`config.mk`:
```
export PLATFORM = sky130hd
export DESIGN_NAME = cpu_seq_ctrl
export DESIGN_NICKNAME = d
export VERILOG_FILES = /design/src/rtl/cpu_ctrl_pkg.sv /design/src/rtl/cpu_seq_ctrl_decode.sv /design/src/rtl/cpu_seq_ctrl.sv
export SDC_FILE = /design/constraint.sdc
export NUM_CORES = 1
export LEC_CHECK = 0
export ABC_AREA = 1
export CAP_MARGIN = 20
export CORE_AREA = 2 2 71 73
export CTS_CLUSTER_SIZE = 16
export DETAILED_ROUTE_END_ITERATION = 6
export DIE_AREA = 0 0 73 75
export GPL_ROUTABILITY_DRIVEN = 0
export PLACE_DENSITY = 0.82
export SYNTH_ARGS = -nofsm -noshare
export SYNTH_HDL_FRONTEND = slang
export SYNTH_SLANG_ARGS = --single-unit
```
`constraint.sdc`:
```
create_clock -name clk -period 3 [get_ports clk]
set_input_delay 0.9 -clock clk [delete_from_list [all_inputs] [get_ports clk]]
set_output_delay 0.9 -clock clk [all_outputs]
set_load 0.02 [all_outputs]
```
`src/rtl/cpu_ctrl_pkg.sv`:
```
// Shared encodings for the CPU sequencer: opcodes, FSM states, PC and ALU control codes.
// Pure declarations; no timing or flow-control behaviour.
package cpu_ctrl_pkg;

    localparam logic [3:0] OP_NOP  = 4'h0;
    localparam logic [3:0] OP_LDI  = 4'h1;
    localparam logic [3:0] OP_ADD  = 4'h2;
    localparam logic [3:0] OP_SUB  = 4'h3;
    localparam logic [3:0] OP_JMP  = 4'h4;
    localparam logic [3:0] OP_JZ   = 4'h5;
    localparam logic [3:0] OP_JNZ  = 4'h6;
    localparam logic [3:0] OP_HALT = 4'hF;

    typedef enum logic [2:0] {
        ST_IDLE,
        ST_FETCH,
        ST_DECODE,
        ST_EXEC,
        ST_WB,
        ST_HALT,
        ST_FAULT
    } state_t;

    localparam logic [1:0] PC_HOLD = 2'b00;
    localparam logic [1:0] PC_INC  = 2'b01;
    localparam logic [1:0] PC_LOAD = 2'b10;

    localparam logic [1:0] ALU_PASS = 2'b00;
    localparam logic [1:0] ALU_ADD  = 2'b01;
    localparam logic [1:0] ALU_SUB  = 2'b10;

endpackage

```
`src/rtl/cpu_seq_ctrl_decode.sv`:
```
// Opcode classifier: combinational, zero latency; the jump-taken result folds in zero_flag.
// No handshake; results are only meaningful while the sequencer sits in DECODE or EXEC.
module ctrl_decode
    import cpu_ctrl_pkg::*;
(
    input  logic [3:0] i_opcode,
    input  logic       i_zero_flag,
    output logic       o_is_alu,
    output logic       o_is_jump_taken,
    output logic       o_is_halt,
    output logic       o_is_illegal,
    output logic [1:0] o_alu_op
);

    always_comb begin
        o_is_alu        = 1'b0;
        o_is_jump_taken = 1'b0;
        o_is_halt       = 1'b0;
        o_is_illegal    = 1'b0;
        o_alu_op        = ALU_PASS;
        case (i_opcode)
            OP_NOP:  ;
            OP_LDI:  begin o_is_alu = 1'b1; o_alu_op = ALU_PASS; end
            OP_ADD:  begin o_is_alu = 1'b1; o_alu_op = ALU_ADD;  end
            OP_SUB:  begin o_is_alu = 1'b1; o_alu_op = ALU_SUB;  end
            OP_JMP:  o_is_jump_taken = 1'b1;
            OP_JZ:   o_is_jump_taken = i_zero_flag;
            OP_JNZ:  o_is_jump_taken = ~i_zero_flag;
            OP_HALT: o_is_halt = 1'b1;
            default: o_is_illegal = 1'b1;
        endcase
    end

endmodule

```
`src/rtl/cpu_seq_ctrl.sv`:
```
// Multi-cycle fetch/decode/execute sequencer: 2 cycles for NOP/jumps, 4 for ALU ops (zero-wait ack).
// Fetch stalls on imem_ack for up to FETCH_TIMEOUT cycles, then locks into FAULT until reset.
module cpu_seq_ctrl
    import cpu_ctrl_pkg::*;
#(
    parameter int FETCH_TIMEOUT = 15,
    parameter int CNT_W         = 16
) (
    input  logic             clk,
    input  logic             rst_n,
    input  logic             start,
    output logic             imem_req,
    input  logic             imem_ack,
    input  logic [15:0]      imem_rdata,
    input  logic             zero_flag,
    output logic             pc_en,
    output logic [1:0]       pc_ctrl,
    output logic [7:0]       jump_addr,
    output logic [15:0]      ir,
    output logic             alu_en,
    output logic [1:0]       alu_op,
    output logic             acc_we,
    output logic             halted,
    output logic             illegal,
    output logic             fault,
    output logic [CNT_W-1:0] instr_cnt
);

    localparam logic [7:0] TIMEOUT_LIM = 8'(FETCH_TIMEOUT);

    state_t           r_state;
    logic [15:0]      r_ir;
    logic [7:0]       r_timer;
    logic [CNT_W-1:0] r_cnt;

    logic       w_is_alu;
    logic       w_is_jump_taken;
    logic       w_is_halt;
    logic       w_is_illegal;
    logic [1:0] w_alu_op;
    logic [7:0] w_timer_nxt;

    assign w_timer_nxt = r_timer + 8'd1;

    ctrl_decode u_decode (
        .i_opcode        (r_ir[15:12]),
        .i_zero_flag     (zero_flag),
        .o_is_alu        (w_is_alu),
        .o_is_jump_taken (w_is_jump_taken),
        .o_is_halt       (w_is_halt),
        .o_is_illegal    (w_is_illegal),
        .o_alu_op        (w_alu_op)
    );

    // The count is bumped as the word is accepted so DECODE already shows the new total.
    always_ff @(posedge clk or negedge rst_n) begin
        if (!rst_n) begin
            r_state <= ST_IDLE;
            r_ir    <= '0;
            r_timer <= '0;
            r_cnt   <= '0;
        end else begin
            case (r_state)
                ST_IDLE: if (start) r_state <= ST_FETCH;
                ST_FETCH: begin
                    if (imem_ack) begin
                        r_ir    <= imem_rdata;
                        r_timer <= '0;
                        r_cnt   <= r_cnt + 1'b1;
                        r_state <= ST_DECODE;
                    end else if (w_timer_nxt == TIMEOUT_LIM) begin
                        r_timer <= '0;
                        r_state <= ST_FAULT;
                    end else begin
                        r_timer <= w_timer_nxt;
                    end
                end
                ST_DECODE: begin
                    if (w_is_halt)     r_state <= ST_HALT;
                    else if (w_is_alu) r_state <= ST_EXEC;
                    else               r_state <= ST_FETCH;
                end
                ST_EXEC:  r_state <= ST_WB;
                ST_WB:    r_state <= ST_FETCH;
                ST_HALT:  if (start) r_state <= ST_FETCH;
                ST_FAULT: r_state <= ST_FAULT;
                default:  r_state <= ST_IDLE;
            endcase
        end
    end

    always_comb begin
        imem_req  = (r_state == ST_FETCH);
        pc_en     = (r_state == ST_DECODE);
        pc_ctrl   = PC_HOLD;
        jump_addr = 8'h00;
        alu_en    = (r_state == ST_EXEC);
        alu_op    = ALU_PASS;
        acc_we    = (r_state == ST_WB);
        halted    = (r_state == ST_HALT);
        illegal   = 1'b0;
        fault     = (r_state == ST_FAULT);
        if (r_state == ST_DECODE) begin
            illegal = w_is_illegal;
            if (w_is_halt) begin
                pc_ctrl = PC_HOLD;
            end else if (w_is_jump_taken) begin
                pc_ctrl   = PC_LOAD;
                jump_addr = r_ir[7:0];
            end else begin
                pc_ctrl = PC_INC;
            end
        end
        if (r_state == ST_EXEC) alu_op = w_alu_op;
    end

    assign ir        = r_ir;
    assign instr_cnt = r_cnt;

endmodule
```
After elaboration in Yosys (flattened, before gate mapping) --
Index checks and enable logic that the tools add are counted.
Word-level totals: register bits 43, output and inout port bits 51, logic and storage cells 51, input bits 21
Operators by class: equal/unequal tests 16, mux-type cells 21, add/subtract/negate cells 2, bitwise logic cells 1, reduce and logical (&&, ||, !) cells 7
Operator list (number):
- $mux 8 | 5
- $pmux 3 s6 | 1
- $add 16x1->16 const B | 1
- $eq 4x3->1 const B | 3
- $mux 3 | 4
- $mux 2 | 5
- $eq 3x3->1 const B | 3
- $add 8x1->8 const B | 1
- $eq 4x2->1 const B | 2
- $eq 8x4->1 const B | 1
- $reduce_or 8->1 | 1
- $eq 3x2->1 const B | 2
- $eq 4x1->1 const B | 1
- $eq 4x4->1 const B | 1
- $logic_not 4->1 | 1
- $mux 1 | 4
- $pmux 2 s2 | 1
- $reduce_and 2->1 | 2
- $eq 3x1->1 const B | 1
- $logic_not 3->1 | 1
- $ne 3x1->1 const B | 1
- $pmux 1 s3 | 1
- $reduce_or 3->1 | 1
- $ne 2x1->1 const B | 1
- 2 further kinds | 2

Depth between registers and ports, before layout --
Gate-level depths: netlist of the first run.
word-level depth 6, gate-level depth with buffers 13, depth with buffers taken out 13

Modules after synthesis --
A second synthesis of the first run with hierarchy kept.
Second synthesis, totals: cell total of the unflattened synthesis 290, area total of the unflattened synthesis 2255.9 um^2
Modules (own cells, without submodules):
- cpu_seq_ctrl | cells each 269, times used 1, area each 2170.8 um^2
- ctrl_decode | cells each 21, times used 1, area each 85.1 um^2

Worst setup path after synthesis of the first run --
OpenSTA, ideal clock, no wires.
kind input to output, from in zero_flag, to out jump_addr[0], stages 3, arrival 1831 ps, path slack 269 ps, data required time 2100 ps, buffers on the path 0, cells stage by stage a2111oi_2 > nand2_1 > nor2_1
On the way: word-level cells in the longest chain between the ends 5
RTL lines:
- start: declaration | RTL line cpu_seq_ctrl.sv:15 | input logic zero_flag,
- $not 1->1 | RTL line cpu_seq_ctrl_decode.sv:28 | OP_JNZ: o_is_jump_taken = ~i_zero_flag;
- $pmux 1 s3 * | RTL line cpu_seq_ctrl_decode.sv:21 | case (i_opcode)
- $mux 8 * | RTL line cpu_seq_ctrl.sv:107 | end else if (w_is_jump_taken) begin
- $mux 8 * | RTL line cpu_seq_ctrl.sv:105 | if (w_is_halt) begin
- $mux 8 * | RTL line cpu_seq_ctrl.sv:103 | if (r_state == ST_DECODE) begin
- end: declaration | RTL line cpu_seq_ctrl.sv:18 | output logic [7:0] jump_addr,
Every way passes the cells marked *; elsewhere a longest branch is shown, timed or not.

Worst setup path in the final report of the first run --
from in zero_flag, to out pc_ctrl[0]
On the way: word-level cells in the longest chain between the ends 5
RTL lines:
- $not 1->1 | RTL line cpu_seq_ctrl_decode.sv:28
- $pmux 1 s3 * | RTL line cpu_seq_ctrl_decode.sv:21
- $mux 2 * | RTL line cpu_seq_ctrl.sv:107
- $mux 2 * | RTL line cpu_seq_ctrl.sv:105
- $mux 2 * | RTL line cpu_seq_ctrl.sv:103
- end: declaration | RTL line cpu_seq_ctrl.sv:17 | output logic [1:0] pc_ctrl,
Marked as above.

==> results of run 1 <==
==> worst reg2reg max path, cell delays in order (launching register included) <==
cell,delay (ps)
dfrtp_1,460
inv_2,100
nand2_2,70
nor2_4,90
buf_4,190
nand2_4,170
nor2_4,150
nand2_2,80
nor2_2,170
nand3_1,120
xor2_1,160
==> per-layer routing <==
layer  vias to the layer above  share of wire, %  global-route usage [%]
met5                         -                 0                       0
met4                         0               2.1                   8.230
met3                        12               4.3                   4.150
met2                        53                49                   33.73
met1                       944                45                   23.91
li1                       1055                 -                       -
==> cell families (layout without fill, tap and decap cells) <==
logic type / Yosys count / in the layout / synth area share (%)
AO/OA/AOI/OAI: 28 / 28 / 7.190
XOR/XNOR: 14 / 14 / 5.420
adder cells (fa/ha/maj): 3 / 3 / 1.659
buffers and inverters: 48 / 129 / 8.241
flip-flops: 43 / 43 / 47.57
AND/OR/NAND/NOR: 152 / 152 / 29.92
==> cell usage after synthesis <==
cell / instances
dfrtp_1: 43
a211oi_1: 2
buf_4: 1
nor4_1: 1
o21ai_0: 19
a2111oi_2: 1
nand3_2: 1
nand4_1: 4
o21a_1: 1
a21oi_1: 1
o22ai_1: 4
buf_1: 1
nand2_1: 85
and3_1: 1
clkbuf_1: 1
inv_2: 1
nand2_4: 1
nor3_4: 1
inv_1: 42
ha_1: 3
nor2_2: 1
nor3_1: 6
nand2_2: 4
xnor2_1: 5
nor2_4: 3
nand3b_1: 1
nand3_1: 15
xor2_1: 9
nor2_1: 28
buf_2: 2
==> worst min path at each step <==
stage / start / endpoint / slack, ps / cells past startpoint
floorplan: r_state[0] / r_state[0] / 520 / 2
global placement: ir[9] / ir[9] / 460 / 2
detailed placement: ir[9] / ir[9] / 470 / 2
CTS: ir[9] / ir[9] / 490 / 2
global route: ir[9] / ir[9] / 510 / 2
finish: ir[9] / ir[9] / 480 / 2
==> layout make-up <==
class                      instances  share of cell area [%]
sequential                        43                   33.97
multi-input combinational        197                   32.19
timing repair buffer              78                   23.46
inverter                          43                   5.095
clock buffer                       8                   3.160
tap                               54                   2.133
==> registers in the layout (all words and copies together) (netlist names) <==
register	count
r_state	3
instr_cnt	16
r_timer	8
ir	16
==> what timing repair did <==
| action | 4_1_cts | 5_1_grt |
|---|---|---|
| endpoints found under the setup margin | 11 | 11 |
| pin swaps | 1 | 0 |
| buffers inserted | 0 | 0 |
| resized for setup | 39 | 16 |
| cloned | 0 | 1 |
==> stage by stage <==
step	total power, µW	instance area, µm²	setup slack, ps
floorplan	591.6	2262	269.5
global placement	629.6	3055	-583.0
detailed placement	630.1	3055	-654.3
CTS	1028	3129	28.40
global route	1051	3168	-45.83
finish	1016	3168	34.39
==> power groups by stage <==
stage	logic (µW)	registers (µW)	clock network [µW]
finish	38.6	579	398
CTS	39.5	579	410
global placement	39.1	591	0
global route	43.1	579	429
detailed placement	39.5	591	0
floorplan	0.852	591	0
==> summary.txt, run 1 <==
CTS
  • Reg clk slew, reported paths: 70 ps
  • Htree depth: 2
  • CTS Sinks: 43
  • Inserted Clock Buffers: 5
  • Maximum clock path buffer count: 2
  • CTS tree: yes
  • Hold buffers post-CTS: 0
  • Root buf cell: clkbuf_8
  • Worst-Skew Late Latency: 290 ps

Global route
  • Global-route wire length before repair: 8452 µm
  • Vias in the first global route: 1975
  • Antenna violations before repair: 0
  • Largest net degree at the start of global routing: 44
  • Gr usage total: 19.59%
  • Total gr overflow: 0

Timing
  • Fmax: 0.3372 GHz
  • Hold_ws: 484.8 ps
  • Endpoints failing hold: 0
  • RSZ-0062 raised after global routing: true
  • Minimum clock period: 2966 ps
  • Setup violators final: 0
  • Tcrit/Tclk final: 98.85%
  • Skew final: 5.998 ps
  • Setup TNS: 0 ps
  • Slew @ Worst Pin: 545.2 ps
  • Slew headroom: 63.66%
  • Slew Limit Fails: 0

Pwr
  • Flop pwr share: 57.0%
  • Switching power: 203.9 µW
  • Sw frac: 20.08%
  • Comb pwr share: 3.8%
  • Leakage power: 0.001689 µW
  • VDD IR max: 0.2419 mV
  • Pint: 811.7 µW
  • Pwr Density: 320.6 nW/µm²
  • Clock power frac: 39.2%

Critical path
  • Critical Path Max Stage Delay: 360 ps
  • R2r setup slk: 1140 ps
  • Startpoint types: input pin
  • R2R cell count: 10
  • Reg2reg end: instr_cnt[11]
  • CP bufs+invs: 3
  • Top Family by Delay on Critical Path: buffers and inverters
  • CP Data Arrival Time: 2070 ps
  • Cell depth of the worst setup path: 5
  • RR Startpoint: r_state[2]
  • Top cell by count, worst path: dlygate4sd2_1
  • CP Capture Type: primary output
  • Slowest-stage cell, CP: a2111oi_4
  • Worst path cell trace: dlygate4sd2_1, a2111oi_4, buf_4, nor2_1, dlygate4sd2_1
  • Required time of the critical path: 2100 ps
  • WS Path Type: in2out
  • CP startpoint: zero_flag
  • Worst setup path endpoint: pc_ctrl[0]
  • Crit-path max FO: 2

Final layout
  • Area added between synthesis and finish: 40.04%
  • Share of cells above drive strength 1: 10.84%
  • # diodes: 0
  • Final nets: 392
  • Most frequent cells in the layout: nand2_1, clkdlybuf4s50_1, dfrtp_1
  • Storage cell area: 1076 µm²
  • Filler cells: 386
  • Final Instance Count excl. Fillers: 423
  • Multi-input gate area: 1020 µm²
  • Commonest non-fill, non-tap cell in the layout: nand2_1
  • Final core occ: 67.97%

Routing
  • Wire per inst: 12.30 µm
  • WL final: 5203 µm
  • Via/cell ratio: 4.879
  • Drt pass-1 iters: 4
  • Via count: 2064
  • Antenna Nets Post-Route: 0
  • DR iter-0 viols: 171
  • DRC: 0

Synth
  • Gate count after technology mapping: 288
  • Flops & latches, synth: 43
  • Synth area leaders: dfrtp_1, nand2_1, inv_1
  • Sequential area share after synthesis: 47.57%
  • Top-area cell type share of the netlist area: 47.57%
  • Mean post-synth cell area: 7.855 µm²
  • Cell Area, Synth: 2262 µm²
  • Syn nets: 312
  • Largest area contributor in the netlist: dfrtp_1
  • YS warnings: 0
  • Synth unique cells: 30

Die
  • Core area: 4661 µm²
  • Die X: 73 µm
  • Row count: 25
  • Die Area: 5475 µm²
  • Total I/O pin count: 72
  • Die height: 75 µm
  • Initial Util: 48.54%

Flow run
  • Max-cap viol count: 0

Place
  • Count of input and output buffers: 71
  • Hpwl dp: 3785 µm
  • Placed cell count: 414

Outcome
  • Status: completed

Worst hold path
  • Worst hold path class: reg2reg
(Power assumes the default switching activity.)
==> run 2: changes to the inputs <==
--- a/config.mk
+++ b/config.mk
@@ -7,10 +7,10 @@
 export LEC_CHECK = 0
 export ABC_AREA = 1
 export CAP_MARGIN = 20
-export CORE_AREA = 2 2 71 73
+export CORE_AREA = 2 2 90 58
 export CTS_CLUSTER_SIZE = 16
 export DETAILED_ROUTE_END_ITERATION = 6
-export DIE_AREA = 0 0 73 75
+export DIE_AREA = 0 0 92 60
 export GPL_ROUTABILITY_DRIVEN = 0
 export PLACE_DENSITY = 0.82
 export SYNTH_ARGS = -nofsm -noshare
==> run 2 against run 1 <==
  * Die area grew 0.82%
  * Critical path type unchanged
  * Combinational power shrank 1%
  * Critical endpoint is now jump_addr[1]
  * First-iteration DRC count shrank 20%
  * Worst hold slack gained 9.0 ps
  * Clock skew grew 1.8 ps
==> summary.txt, run 2 (synthesized netlist as in run 1, its figures left out) <==
Outcome
  • Status: completed

Timing
  • Slew Limit Fails: 0
  • Fmax: 0.3371 GHz
  • Slew headroom: 36.94%
  • Slew @ Worst Pin: 945.9 ps
  • Skew final: 7.805 ps
  • Setup violators final: 0
  • Tcrit/Tclk final: 98.87%
  • Minimum clock period: 2966 ps
  • Endpoints failing hold: 0
  • Hold_ws: 493.8 ps

Pwr
  • Leakage power: 0.001683 µW
  • VDD IR max: 0.1670 mV
  • Pwr Density: 323.2 nW/µm²

Critical path
  • Top Family by Delay on Critical Path: buffers and inverters
  • Slowest-stage cell, CP: a2111oi_4
  • WS Path Type: in2out
  • CP bufs+invs: 3
  • Crit-path max FO: 5
  • Critical Path Max Stage Delay: 360 ps
  • Worst path cell trace: dlygate4sd2_1, a2111oi_4, nand2_2, buf_6, nor2_1, buf_4
  • CP Capture Type: primary output
  • Startpoint types: input pin
  • CP Data Arrival Time: 2070 ps
  • Required time of the critical path: 2100 ps

CTS
  • CTS tree: yes
  • Hold buffers post-CTS: 0
  • Root buf cell: clkbuf_8
  • CTS Sinks: 43
  • Maximum clock path buffer count: 2
  • Inserted Clock Buffers: 5
  • Htree depth: 2
  • Worst-Skew Late Latency: 300 ps
  • Setup Buffers After CTS: 0
  • Reg clk slew, reported paths: 80 ps

Global route
  • Gr usage total: 21.37%
  • Total gr overflow: 0
  • Vias in the first global route: 2002
  • Global-route wire length before repair: 9142 µm
  • Antenna violations before repair: 0
  • Largest net degree at the start of global routing: 44

Routing
  • Via/cell ratio: 4.800
  • Antenna Nets Post-Route: 0
  • WL final: 5588 µm
  • DR iter-0 viols: 136
  • Wire per inst: 12.88 µm
  • DRC: 0
  • Drt pass-1 iters: 4
  • Met1 wire length: 2754 µm
  • Via count: 2083
  • Met3 wire len: 470 µm
  • Met2 WL post-DR: 2279 µm
  • Highest metal layer with signal wires: met4

Final layout
  • Commonest non-fill, non-tap cell in the layout: nand2_1
  • Area added between synthesis and finish: 40.32%
  • Final Instance Count excl. Fillers: 434
  • Share of cells above drive strength 1: 10.87%
  • Most frequent cells in the layout: nand2_1, clkdlybuf4s50_1, dfrtp_1
  • Final nets: 391
  • # diodes: 0

Worst hold path
  • Worst hold path class: reg2reg

Die
  • Die X: 92 µm
  • Die Area: 5520 µm²
  • Initial Util: 47.58%
  • Total I/O pin count: 72
  • Core area: 4755 µm²
  • Row count: 20
  • Die height: 60 µm

Flow run
  • Max-cap viol count: 0

Place
  • Hpwl dp: 4056 µm
  • Count of input and output buffers: 71
  • Placed cell count: 425
-- run 2: cell types whose count changed in the layout (fill, tap and decap cells not counted), sizes merged --
cell	before	now
buf	17	16
clkbuf	8	7
clkinvlp	0	1
-- run 2: worst min-delay path: stages (launching register included) --
cell and delay [ps]:
dfrtp_1 360, nand2_1 50, nand2_1 50
-- run 2: per-layer routing --
metal  global-route usage [%]  up-vias
met5                        0        -
met4                    7.036        0
met3                    7.692       10
met2                    31.83       81
met1                    29.42      932
li1                         -     1060
-- run 2: power by group --
group / switching (µW) / leakage (µW) / internal, µW
clock: 199 / 0.0000505 / 209
sequential: 0 / 0.000486 / 579
combinational: 16.4 / 0.00115 / 21.7
-- run 2: stage by stage --
step / TNS, ps / cell area [µm²] / setup WS (ps) / util (%) / power, µW
after floorplan: 0 / 2262 / 269.5 / - / 591.6
after global placement: -5618 / 3063 / -609.4 / 64.42 / 629.2
after detailed placement: -5737 / 3063 / -612.4 / 64.42 / 629.5
after CTS: 0 / 3149 / 30.08 / 66.24 / 1032
after global routing: -141.9 / 3174 / -29.21 / 66.76 / 1068
final: 0 / 3174 / 33.77 / 66.76 / 1026
-- run 2: final timing paths --
kind                            slack, ps  cells after the start       start            end
max in group asynchronous            1660                      1       rst_n         ir[15]
min in group asynchronous             750                      1       rst_n     r_state[0]
worst min-delay path                  490                      2       ir[8]          ir[8]
worst min register to register        490                      2       ir[8]          ir[8]
worst max register to register       1190                     10  r_state[2]  instr_cnt[11]
worst max-delay path                   30                      6   zero_flag   jump_addr[1]
-- run 2: timing repair --
item	4_1_cts	5_1_grt
cloned	1	0
pin swaps	1	1
gates resized for setup	46	6
setup endpoints to repair	11	10
-- run 2: final cells by class --
type / count / area [µm²]
inverters: 43 / 161.4
flip-flops and latches: 43 / 1076
fillers: 382 / 1580
multi-input cells: 197 / 1020
repair buffers: 77 / 730.7
clock inverters: 1 / 7.507
well taps: 66 / 82.58
clock buffers: 7 / 96.34
